## src/rtl/vram_arbiter.sv

```systemverilog
// vram_arbiter: single-port VRAM arbiter; display fetch has absolute priority,
// queued draw writes and readbacks share the remaining cycles round-robin.
module vram_arbiter #(
  parameter int ADDR_W   = 15,
  parameter int DATA_W   = 12,
  parameter int WQ_DEPTH = 4
) (
  input  logic              clk,
  input  logic              rst,
  input  logic              disp_req,
  input  logic [ADDR_W-1:0] disp_addr,
  output logic [DATA_W-1:0] disp_data,
  output logic              disp_valid,
  input  logic              wr_valid,
  output logic              wr_ready,
  input  logic [ADDR_W-1:0] wr_addr,
  input  logic [DATA_W-1:0] wr_data,
  input  logic              rd_valid,
  output logic              rd_ready,
  input  logic [ADDR_W-1:0] rd_addr,
  output logic [DATA_W-1:0] rd_data,
  output logic              rd_data_valid,
  output logic              ram_en,
  output logic              ram_we,
  output logic [ADDR_W-1:0] ram_addr,
  output logic [DATA_W-1:0] ram_wdata,
  input  logic [DATA_W-1:0] ram_rdata,
  output logic              busy
);
  localparam int PW = $clog2(WQ_DEPTH);
  localparam int CW = PW + 1;
  logic [ADDR_W-1:0] qa_q [WQ_DEPTH];
  logic [DATA_W-1:0] qd_q [WQ_DEPTH];
  logic [PW-1:0] wp_q, wp_d, rp_q, rp_d;
  logic [CW-1:0] cnt_q, cnt_d;
  logic last_rd_q, last_rd_d, disp_pend_q, rd_pend_q;
  logic [DATA_W-1:0] disp_hold_q, rd_hold_q;
  logic haz, full, push, wr_el, rd_el, g_disp, g_wr, g_rd;
  // A read is blocked while any occupied queue slot targets the same address.
  always_comb begin
    haz = 1'b0;
    for (int i = 0; i < WQ_DEPTH; i++)
      haz = haz | ((CW'(PW'(PW'(i) - rp_q)) < cnt_q) && (qa_q[i] == rd_addr));
  end
  always_comb begin
    full      = cnt_q == CW'(WQ_DEPTH);
    wr_el     = cnt_q != '0;
    rd_el     = rd_valid & ~haz;
    g_disp    = rst & disp_req;
    g_wr      = rst & ~disp_req & wr_el & (~rd_el | last_rd_q);
    g_rd      = rst & ~disp_req & rd_el & (~wr_el | ~last_rd_q);
    wr_ready  = rst & ~full;
    push      = wr_valid & wr_ready;
    rd_ready  = g_rd;
    ram_en    = g_disp | g_wr | g_rd;
    ram_we    = g_wr;
    ram_addr  = g_disp ? disp_addr : (g_wr ? qa_q[rp_q] : rd_addr);
    ram_wdata = qd_q[rp_q];
    busy      = wr_el;
    wp_d      = push ? wp_q + 1'b1 : wp_q;
    rp_d      = g_wr ? rp_q + 1'b1 : rp_q;
    cnt_d     = cnt_q + CW'(push) - CW'(g_wr);
    last_rd_d = g_rd ? 1'b1 : (g_wr ? 1'b0 : last_rd_q);
    disp_data     = disp_pend_q ? ram_rdata : disp_hold_q;
    disp_valid    = disp_pend_q;
    rd_data       = rd_pend_q ? ram_rdata : rd_hold_q;
    rd_data_valid = rd_pend_q;
  end
  always_ff @(posedge clk) begin
    if (push) begin
      qa_q[wp_q] <= wr_addr;
      qd_q[wp_q] <= wr_data;
    end
  end
  always_ff @(posedge clk or negedge rst) begin
    if (!rst) begin
      wp_q        <= '0;
      rp_q        <= '0;
      cnt_q       <= '0;
      last_rd_q   <= 1'b1;
      disp_pend_q <= 1'b0;
      rd_pend_q   <= 1'b0;
      disp_hold_q <= '0;
      rd_hold_q   <= '0;
    end else begin
      wp_q        <= wp_d;
      rp_q        <= rp_d;
      cnt_q       <= cnt_d;
      last_rd_q   <= last_rd_d;
      disp_pend_q <= g_disp;
      rd_pend_q   <= g_rd;
      disp_hold_q <= disp_data;
      rd_hold_q   <= rd_data;
    end
  end
endmodule

```

## config.mk

```make
export PLATFORM = sky130hd
export DESIGN_NAME = vram_arbiter
export DESIGN_NICKNAME = d
export VERILOG_FILES = /design/src/rtl/vram_arbiter.sv
export SDC_FILE = /design/constraint.sdc
export NUM_CORES = 1
export LEC_CHECK = 0
export BUFFER_PORTS_ARGS = -buffer_cell sky130_fd_sc_hd__buf_2
export CORE_MARGIN = 1
export CORE_UTILIZATION = 44
export CTS_CLUSTER_DIAMETER = 40
export CTS_CLUSTER_SIZE = 20
export DETAILED_ROUTE_END_ITERATION = 10
export PLACE_DENSITY = 0.74
export SLEW_MARGIN = 20
export SYNTH_ARGS = -nofsm -noshare
export SYNTH_HDL_FRONTEND = slang
export SYNTH_SLANG_ARGS = --single-unit
```

## constraint.sdc

```tcl
create_clock -name clk -period 9.5 [get_ports clk]
set_input_delay 1.425 -clock clk [delete_from_list [all_inputs] [get_ports clk]]
set_output_delay 1.425 -clock clk [all_outputs]
set_load 0.02 [all_outputs]
```

==> flow_summary.yaml <==
outcome:
  status: "finished, final reports clean"
die:
  dieArea_um2: 15500
  num_io_pins: 132
  initial_core_util_pct: 45.4
  rows: 44
  die_y_um: 125
  coreArea_um2: 14600
  die_x_um: 125
power_and_ir_drop:
  swShare_pct: 31.9
  leakage_nw: 3.08
  p_sw_w: 0.000672
  p_seq_share_pct: 38.6
  internal-power_w: 0.00143
  p_clk_share_pct: 30.2
  ir_drop_v: 0.000232
  p_per_area_nw_per_um2: 267
  p_comb_share_pct: 31.1
critical_path:
  end_kind: "output port"
  path_max_fanout: 18
  worst-path-stages: 9
  crit_path_frequent_cell: "buf_2"
  timing.rr.start: "rp_q[1]"
  critPathArrivalTime_ns: 4.20
  crit_buf_inv: 2
  crit_path_end: "ram_addr[14]"
  criticalPathCategory: "primary input to output port"
  crit_family: "simple AND/OR/NAND/NOR gates"
  slowest_stage: "and2_1"
  startpoint: "rd_addr[6]"
  max_stage_delay_ns: 0.82
  worst-r2r-cell-count: 12
  crit_chain: "buf_2 -> xnor2_1 -> nand4_1 -> or4_1 -> o22a_1 -> nand4b_2 -> and2_1 -> a221o_2 -> buf_2"
  crit_required_ns: 8.08
  r2r_setup_slack_ns: 5.56
  r2r-end: "cnt_q[1]"
  start_kind: "primary input"
timing:
  setup_tns_ns: 0
  grt_setup_unrepaired: "no"
  setup_viol: 0
  max_freq_mhz: 178
  finalCritPeriodShare_pct: 59.2
  period_minus_slack_ns: 5.62
  clock_skew_ns: 0.00676
  max_slew.worst_pin.slew_ns: 1.01
  hold_viol_final: 0
  setup_slack_ns: 3.88
  max_slew_margin_pct: 32.4
  slew_violations: 0
synthesis:
  synth_edf_count: 108
  yosys-top-cells-area: "edfxtp_1, dfrtp_1, mux4_2"
  synth_top_area_share_pct: 49.0
  async_reset_ff_share_pct: 23.9
  synth.distinct_cells: 48
  synth_area_leader_cell: "edfxtp_1"
  synthCells: 391
  synth.most_common_cell: "edfxtp_1"
  yosysWarnings: 0
  synthesis.nets: 476
  syn_avg_cell_area_um2: 16.9
  ys_ff_latch: 142
  synth_flop_cell: "edfxtp_1"
  synth_commonest_cells: "edfxtp_1, xor2_1, dfrtp_1"
  yosysSeqAreaShare_pct: 61.8
  synth.cell_area_um2: 6620
cts:
  cts_hold_buf: 0
  cts_tree: "done"
  h-tree-depth: 4
  post_cts_buffers: 0
  clk-insertion-delay-late_ns: 0.41
  clockBufferDepth: 2
  cts_buffers: 17
  cts_resized: 0
  clk_pin_slew_ns: 0.05
  root_buffer: "clkbuf_16"
  cts.sinks: 142
grt:
  grt_pass1_vias: 4013
  grt_pass1_wl_mm: 22.8
  antenna_found_initial: 0
  grt_overflow: 0
  grt_max_degree: 54
  grt_usage_pct: 20.0
placement:
  dpl.hpwl_mm: 10.1
  dp.cells: 684
  pre_cts_ws_ns: 3.90
  gp_congestion: 0.786
  portBuffers: 131
routing:
  vias: 3873
  drt_iter0_drc: 165
  routed_wl_mm: 14.7
  ant_nets: 0
  via_per_inst: 5.42
  first_pass_iters: 4
  wl_per_cell_um: 20.6
  drc: 0
min_path:
  hp-class: "register to register"
layout:
  drive_gt1_share_pct: 43.5
  fillerInstances: 1169
  nets: 604
  finalNonFillerCells: 715
  antenna_cells: 0
  area_growth_pct: 19.1
job:
  maxCapViolCount: 0
[final cells by class]
cell class              count  area, um2  area share [%]
repair buffers            138        708            8.98
clock buffers              19        433            5.49
inverters                   8       30.0           0.381
multi-input cells         212       2250            28.5
well taps                 184        230            2.92
flip-flops and latches    142       4100            51.9
clock inverters            12        138            1.75
[cell usage in the layout (no fill, tap or decap), types with 10 or more instances in the layout]
master	synthesis	layout
dfrtp_1	33	32
a221o_1	10	10
mux2_2	24	24
edfxtp_1	108	108
mux4_2	18	18
xor2_1	34	34
and3_1	11	11
buf_2	6	131
xnor2_1	31	31
ha_1	10	10
clkbuf_16	0	17
[flip-flops by register name (all words and copies together) (netlist names)]
signal / flops
wp_q: 2
rp_q: 2
disp_hold_q: 12
last_rd_q: 1
rd_hold_q: 12
qa_q: 60
rd_data_valid: 1
qd_q: 48
disp_valid: 1
cnt_q: 3
[power by group through the flow]
stage	registers [W]	logic, W	clock network (W)
6_report	0.000814	0.000656	0.000637
5_1_grt	0.000823	0.000708	0.000675
4_1_cts	0.000813	0.000664	0.000650
3_5_place_dp	0.000825	0.000659	0
3_3_place_gp	0.000819	0.000646	0
2_1_floorplan	0.000813	0.000488	0
[stage by stage]
| stage | hold WS [ns] | util (%) | power (W) | area, um2 |
|---|---|---|---|---|
| floorplan | 0.476 | - | 0.00130 | 6620 |
| global placement | 0.478 | 50.1 | 0.00146 | 7320 |
| detailed placement | 0.483 | 50.1 | 0.00148 | 7320 |
| CTS | 0.496 | 54.1 | 0.00213 | 7890 |
| global route | 0.504 | 54.1 | 0.00221 | 7890 |
| finish | 0.491 | 54.1 | 0.00211 | 7890 |
[kinds of logic after synthesis]
kind of cell               Yosys count  share of synthesized area, %
buffers and inverters               37                          4.18
AOI/OAI and AO/OA                   29                          3.97
xor gates and xnor gates            66                          8.84
muxes                               51                          13.8
adders and majority gates           11                          2.19
DFF                                142                          61.8
and+or+nand+nor                     55                          5.23
[layer usage]
| metal | share of wire, % | vias to the layer above | GRT usage [%] |
|---|---|---|---|
| li1 | - | 1765 | - |
| met1 | 42 | 1915 | 25.9 |
| met2 | 48 | 170 | 31.2 |
| met3 | 7.7 | 23 | 6.36 |
| met4 | 2.5 | 0 | 8.01 |
| met5 | 0 | - | 0 |
[worst min-delay path by stage]
| stage | from | endpoint | cells past startpoint |
|---|---|---|---|
| 2_1_floorplan | last_rd_q | last_rd_q | 2 |
| 3_3_place_gp | rd_hold_q[1] | rd_hold_q[1] | 1 |
| 3_5_place_dp | disp_hold_q[10] | disp_hold_q[10] | 1 |
| 4_1_cts | disp_hold_q[10] | disp_hold_q[10] | 1 |
| 5_1_grt | disp_hold_q[4] | disp_hold_q[4] | 1 |
| 6_report | disp_hold_q[10] | disp_hold_q[10] | 1 |
No activity file was read; power rests on OpenSTA's default activity.
